===== src/rtl/bike_mult_pkg.sv =====
// -----------------------------------------------------------------------------
// bike_mult_pkg
// Shared types and constants for the sparse-dense multiplier sequencer.
//  - sched_state_t : sequencer FSM encoding
//  - RAM_LAT_MIN/MAX, PHASE_W : legal RAM read latency range and the width of
//    the FETCH/DRAIN phase counter that covers it
//  - ram_lat_ok / width_fits : elaboration-time parameter sanity checks
//  - dly_width : width of the write-path tuple {wen, waddr, init}
// -----------------------------------------------------------------------------
package bike_mult_pkg;

  typedef enum logic [2:0] {
    IDLE,
    FETCH,
    STREAM,
    DRAIN,
    DONE
  } sched_state_t;

  localparam int unsigned RAM_LAT_MIN = 1;
  localparam int unsigned RAM_LAT_MAX = 4;
  // Phase counter runs 0..RAM_LAT, so it must hold RAM_LAT_MAX.
  localparam int unsigned PHASE_W = $clog2(RAM_LAT_MAX + 1);

  function automatic bit ram_lat_ok(input int unsigned lat);
    return (lat >= RAM_LAT_MIN) && (lat <= RAM_LAT_MAX);
  endfunction

  // True when a w-bit counter can address n entries (0..n-1).
  function automatic bit width_fits(input int unsigned w, input int unsigned n);
    return (n <= 1) || ($clog2(n) <= w);
  endfunction

  function automatic int unsigned dly_width(input int unsigned logb);
    return logb + 2;
  endfunction

endpackage


===== src/rtl/bike_mult_sched_dly.sv =====
// -----------------------------------------------------------------------------
// bike_mult_sched_dly
// DEPTH-stage, WIDTH-bit shift register with synchronous active-low clear.
// Carries the accumulator write tuple alongside the RAM + datapath latency.
// Ports:
//  clk     in   1      clock
//  resetn  in   1      synchronous active-low clear of every stage
//  d_i     in   WIDTH  stage 0 input, shifted in every cycle
//  q_o     out  WIDTH  output of the last stage (d_i delayed DEPTH cycles)
// -----------------------------------------------------------------------------
module bike_mult_sched_dly
  import bike_mult_pkg::*;
#(
  parameter int unsigned DEPTH = 2,
  parameter int unsigned WIDTH = 8
) (
  input  logic             clk,
  input  logic             resetn,
  input  logic [WIDTH-1:0] d_i,
  output logic [WIDTH-1:0] q_o
);

  genvar gi;
  for (gi = 0; gi < DEPTH; gi++) begin : g_stage
    logic [WIDTH-1:0] stage_q;
    logic [WIDTH-1:0] stage_d;

    if (gi == 0) begin : g_head
      assign stage_d = d_i;
    end else begin : g_tail
      assign stage_d = g_stage[gi-1].stage_q;
    end

    always_ff @(posedge clk) begin
      if (!resetn) begin
        stage_q <= '0;
      end else begin
        stage_q <= stage_d;
      end
    end
  end

  assign q_o = g_stage[DEPTH-1].stage_q;

endmodule


===== src/rtl/bike_mult_sched.sv =====
// -----------------------------------------------------------------------------
// bike_mult_sched
// Address/strobe sequencer for the sparse-dense polynomial multiplier. For each
// of WEIGHT sparse positions it fetches the position, streams NUM_BLOCKS dense
// reads, then drains the write pipeline before moving on (no overlap).
// Ports:
//  clk, resetn           clock, synchronous active-low reset
//  start                 run request, honoured only in IDLE
//  stall                 back-pressure, looked at only while waiting to fetch
//  busy / done           run in progress (incl. DONE) / one-cycle completion
//  pos_ren, pos_addr     position RAM read
//  pos_latch             datapath captures position RAM data
//  dense_ren, dense_addr dense RAM read
//  acc_wen, acc_waddr    accumulator write (dense read delayed RAM_LAT+1)
//  acc_init              write overwrites rather than XORs (position 0)
// -----------------------------------------------------------------------------
module bike_mult_sched
  import bike_mult_pkg::*;
#(
  parameter int unsigned WEIGHT     = 71,
  parameter int unsigned NUM_BLOCKS = 20,
  parameter int unsigned LOGW       = 7,
  parameter int unsigned LOGB       = 5,
  parameter int unsigned RAM_LAT    = 2
) (
  input  logic            clk,
  input  logic            resetn,
  input  logic            start,
  input  logic            stall,
  output logic            busy,
  output logic            done,
  output logic            pos_ren,
  output logic [LOGW-1:0] pos_addr,
  output logic            pos_latch,
  output logic            dense_ren,
  output logic [LOGB-1:0] dense_addr,
  output logic            acc_wen,
  output logic [LOGB-1:0] acc_waddr,
  output logic            acc_init
);

  if (!ram_lat_ok(RAM_LAT)) begin : g_bad_ram_lat
    $error("bike_mult_sched: RAM_LAT out of range");
  end
  if (!width_fits(LOGW, WEIGHT) || !width_fits(LOGB, NUM_BLOCKS)) begin : g_bad_width
    $error("bike_mult_sched: LOGW/LOGB too narrow");
  end

  localparam int unsigned DLY_W = dly_width(LOGB);
  localparam logic [LOGW-1:0]    POS_LAST = LOGW'(WEIGHT - 1);
  localparam logic [LOGB-1:0]    BLK_LAST = LOGB'(NUM_BLOCKS - 1);
  localparam logic [PHASE_W-1:0] PH_LAST  = PHASE_W'(RAM_LAT);

  sched_state_t       state_q, state_d;
  logic [LOGW-1:0]    pos_q, pos_d;
  logic [LOGB-1:0]    blk_q, blk_d;
  logic [PHASE_W-1:0] ph_q, ph_d;   // shared FETCH/DRAIN phase counter
  logic [DLY_W-1:0]   wr_tuple;
  logic [DLY_W-1:0]   wr_tuple_dly;

  always_ff @(posedge clk) begin
    if (!resetn) begin
      state_q <= IDLE;
      pos_q   <= '0;
      blk_q   <= '0;
      ph_q    <= '0;
    end else begin
      state_q <= state_d;
      pos_q   <= pos_d;
      blk_q   <= blk_d;
      ph_q    <= ph_d;
    end
  end

  always_comb begin
    state_d    = state_q;
    pos_d      = pos_q;
    blk_d      = blk_q;
    ph_d       = ph_q;
    busy       = (state_q != IDLE);
    done       = 1'b0;
    pos_ren    = 1'b0;
    pos_addr   = '0;
    pos_latch  = 1'b0;
    dense_ren  = 1'b0;
    dense_addr = '0;

    unique case (state_q)
      IDLE: begin
        ph_d = '0;
        if (start) state_d = FETCH;
      end
      FETCH: begin
        pos_addr = pos_q;
        if (ph_q == '0) begin
          // Stall only holds the fetch issue; the read fires on the advancing cycle.
          if (!stall) begin
            pos_ren = 1'b1;
            ph_d    = ph_q + 1'b1;
          end
        end else if (ph_q == PH_LAST) begin
          pos_latch = 1'b1;
          ph_d      = '0;
          state_d   = STREAM;
        end else begin
          ph_d = ph_q + 1'b1;
        end
      end
      STREAM: begin
        dense_ren  = 1'b1;
        dense_addr = blk_q;
        if (blk_q == BLK_LAST) begin
          blk_d   = '0;
          state_d = DRAIN;
        end else begin
          blk_d = blk_q + 1'b1;
        end
      end
      DRAIN: begin
        // Last dense read's write leaves the delay line after RAM_LAT+1 cycles.
        if (ph_q == PH_LAST) begin
          ph_d = '0;
          if (pos_q == POS_LAST) begin
            pos_d   = '0;
            state_d = DONE;
          end else begin
            pos_d   = pos_q + 1'b1;
            state_d = FETCH;
          end
        end else begin
          ph_d = ph_q + 1'b1;
        end
      end
      DONE: begin
        done    = 1'b1;
        state_d = IDLE;
      end
      default: state_d = IDLE;
    endcase
  end

  // init is qualified by the read strobe so it never shows without a write.
  assign wr_tuple = {dense_ren, dense_addr, dense_ren & (pos_q == '0)};

  bike_mult_sched_dly #(
    .DEPTH (RAM_LAT + 1),
    .WIDTH (DLY_W)
  ) u_wr_dly (
    .clk    (clk),
    .resetn (resetn),
    .d_i    (wr_tuple),
    .q_o    (wr_tuple_dly)
  );

  assign {acc_wen, acc_waddr, acc_init} = wr_tuple_dly;

endmodule

===== config.mk =====
export PLATFORM = sky130hd
export DESIGN_NAME = bike_mult_sched
export DESIGN_NICKNAME = d
export VERILOG_FILES = /design/src/rtl/bike_mult_pkg.sv /design/src/rtl/bike_mult_sched_dly.sv /design/src/rtl/bike_mult_sched.sv
export SDC_FILE = /design/constraint.sdc
export NUM_CORES = 1
export LEC_CHECK = 0
export CAP_MARGIN = 40
export CELL_PAD_IN_SITES_DETAIL_PLACEMENT = 1
export CELL_PAD_IN_SITES_GLOBAL_PLACEMENT = 1
export CORE_MARGIN = 4
export CORE_UTILIZATION = 43
export CTS_CLUSTER_SIZE = 16
export DETAILED_ROUTE_END_ITERATION = 16
export GPL_TIMING_DRIVEN = 0
export PLACE_DENSITY_LB_ADDON = 0.1
export SLEW_MARGIN = 20
export SYNTH_ARGS = -nofsm -noshare
export SYNTH_HDL_FRONTEND = slang
export SYNTH_SLANG_ARGS = --single-unit

===== constraint.sdc =====
create_clock -name clk -period 3.19 [get_ports clk]
set_input_delay 0.7975 -clock clk [delete_from_list [all_inputs] [get_ports clk]]
set_output_delay 0.7975 -clock clk [all_outputs]
set_load 0.05 [all_outputs]

==> results.json <==
{
  "grt_max_degree": 14,
  "crit_buf_inv": 2,
  "die_y_microns": 70.8,
  "antenna_found_initial": 0,
  "nNetsFinal": 226,
  "hold_viol": 0,
  "synth_largest_area_cell": "dfxtp_1",
  "setup_violations": 0,
  "finalNonFillerCells": 264,
  "tns_ps": 0,
  "numClockSinks": 39,
  "worstPathArrival_ps": 2260,
  "endpoint_kind": "output port",
  "netlist_instances": 181,
  "peakVddDrop_v": 0.000227,
  "synth_adder_area_share_pct": 5.17,
  "cts_root_buffer": "clkbuf_8",
  "wl_per_cell_microns": 15.5,
  "crit_fanout": 4,
  "top_usage_layer": "met2",
  "maxCapViolCount": 0,
  "synth-xor-area-share_pct": 1.55,
  "grt_overflow": 0,
  "hp-class": "flip-flop to flip-flop",
  "synth_common_cells": "dfxtp_1, and2_1, nor2_1",
  "yosysWarnings": 0,
  "leakage_nw": 0.829,
  "max_stage_delay_ps": 840,
  "cts_tree": "done",
  "startpoint_type": "flip-flop",
  "fp.dieArea_sq_mm": 0.00501,
  "synth_top_family_by_area": "simple AND/OR/NAND/NOR gates",
  "avgSynthCellArea_sq_um": 9.37,
  "dpl.hpwl_mm": 3.04,
  "cts_made_buffers": 5,
  "ys_seq_area_share_pct": 46.1,
  "timing.final.crit_period_ps": 3060,
  "clock-skew-final_ps": 1.77,
  "synth_compound_area_share_pct": 7.90,
  "outcome": "finished, final reports clean",
  "htreeDepth": 2,
  "crit_required_ps": 2390,
  "syn_area_sq_mm": 0.00170,
  "max_clock_freq_mhz": 327,
  "p_sw_mw": 0.196,
  "synth_nets": 192,
  "synth_top_area_share_pct": 46.1,
  "vias": 1400,
  "drt-pass1-iter-count": 4,
  "ios": 28,
  "power-per-cell-area_mw_per_mm2": 432,
  "cp_cell_sequence": "inv_1 > ha_1 > nor2b_1 > nor4b_2 > clkdlybuf4s50_1",
  "synthSimpleGateAreaFrac_pct": 32.8,
  "path_delay_family": "buffers and inverters",
  "synth_most_common_cell": "dfxtp_1",
  "pwr-share-clk_pct": 43.2,
  "die_w_microns": 70.8,
  "p_int_mw": 0.734,
  "swShare_pct": 21.1,
  "final_antenna_net_count": 0,
  "relSlewSlack_pct": 64.1,
  "area_delta_synth_final_pct": 26.8,
  "drive_above_1_share_pct": 9.26,
  "cts_setup_buffers": 0,
  "worstSkewPairLatency_ps": 280,
  "ys_top_cells_by_area": "dfxtp_1, and2_1, ha_1",
  "grt.total_usage_pct": 17.3,
  "muxShareOfSynthArea_pct": 1.18,
  "synth-edff-count": 0,
  "drt-initial-drc-count": 58,
  "synthArstFlopShare_pct": 0,
  "rows": 22,
  "pwr-share-seq_pct": 52.6,
  "dp.cells": 256,
  "period_share_pct": 96.0,
  "worst-setup-path-type": "flip-flop to output port",
  "clockBufferDepth": 2,
  "portBuffers": 27,
  "place_congestion": 0.816,
  "drc": 0,
  "grtUsageMet2_pct": 31.1,
  "tightestPinTransition_ps": 539,
  "met3_usage_pct": 3.84,
  "ys_seq_elements": 39,
  "clk_pin_slew_ps": 70,
  "initial_core_util_pct": 45.3,
  "core_sq_mm": 0.00374,
  "grt_pass1_vias": 1442,
  "pwr-share-comb_pct": 4.2,
  "grt_pass1_wl_mm": 6.87,
  "grt_setup_unrepaired": "false",
  "viasPerCell": 5.30,
  "synth_cell_type_count": 37,
  "ys.flop_type": "dfxtp_1",
  "slew_violations": 0,
  "wl_mm": 4.10,
  "cp_slowest_cell": "clkdlybuf4s50_1",
  "antenna_cells": 0,
  "power_mw": 0.929,
  "use_met1_pct": 19.6
}
[state kept, by name, indices dropped and copies added (netlist names)]
register	count
ph_q	3
state_q	3
pos_q	7
u_wr_dly.q_o	7
u_wr_dly.g_stage.stage_q	14
blk_q	5
[power groups by stage]
stage	Combinational, mW	Sequential (mW)	Clock (mW)
6_report	0.0395	0.488	0.402
3_3_place_gp	0.0380	0.500	0
3_5_place_dp	0.0394	0.500	0
2_1_floorplan	0.0244	0.500	0
4_1_cts	0.0403	0.488	0.414
5_1_grt	0.0435	0.489	0.434
[final timing paths]
kind / from / endpoint / slack (ps) / cells past startpoint
max: ph_q[0] / pos_latch / 130 / 5
min: u_wr_dly.g_stage[0].stage_q[6] / u_wr_dly.g_stage[1].stage_q[6] / 430 / 1
max reg2reg: pos_q[0] / pos_q[3] / 1520 / 5
min reg2reg: u_wr_dly.g_stage[0].stage_q[6] / u_wr_dly.g_stage[1].stage_q[6] / 430 / 1
[cell type report]
type                            count  area, sq um
Buffer                             10         63.8
Clock buffer                        5         68.8
Clock inverter                      3         43.8
Fill cell                         448         1590
Inverter                            7         26.3
Multi-Input combinational cell    125          833
Sequential cell                    39          781
Tap cell                           48         60.1
Timing Repair Buffer               27          273
[routing by layer]
| layer | vias up | wire, microns |
|---|---|---|
| met5 | - | 0 |
| met4 | 0 | 46 |
| met3 | 4 | 132 |
| met2 | 17 | 2170 |
| met1 | 693 | 1750 |
| li1 | 686 | - |
[cells in the final DEF (no fill, tap or decap), types with 6 or more instances in the layout]
cell,count
dfxtp_1,39
and2_1,29
clkdlybuf4s50_1,26
nor2_1,11
nand2_1,11
a21oi_1,9
inv_1,7
buf_4,7
nor3_1,7
ha_1,7
nand4_1,6
[stage by stage]
step	utilization, %	setup slack (ps)	hold WS [ps]	area, sq um
after floorplan	-	41.7	406	1700
after global placement	54.3	60.4	409	2030
after detailed placement	54.3	21.7	416	2030
after CTS	57.4	28.2	434	2150
after global routing	57.4	21.8	454	2150
final	57.4	129	431	2150
[cells by family (layout without fill, tap and decap cells)]
| group | Yosys count | in the layout |
|---|---|---|
| multiplexers | 2 | 2 |
| flip-flops | 39 | 39 |
| XOR/XNOR | 3 | 3 |
| adder cells (fa/ha/maj) | 7 | 7 |
| AND/OR/NAND/NOR | 91 | 91 |
| AO/OA/AOI/OAI | 22 | 22 |
| buffers and inverters | 17 | 52 |
[repair_timing]
action | in CTS | in global routing
gates resized for setup | 1 | 1
hold endpoints to repair | 0 | 0
setup endpoints to repair | 5 | 1
hold buffers | 0 | 0
pin swaps | 0 | 0
Note: power is estimated with default switching activity, not from simulation.
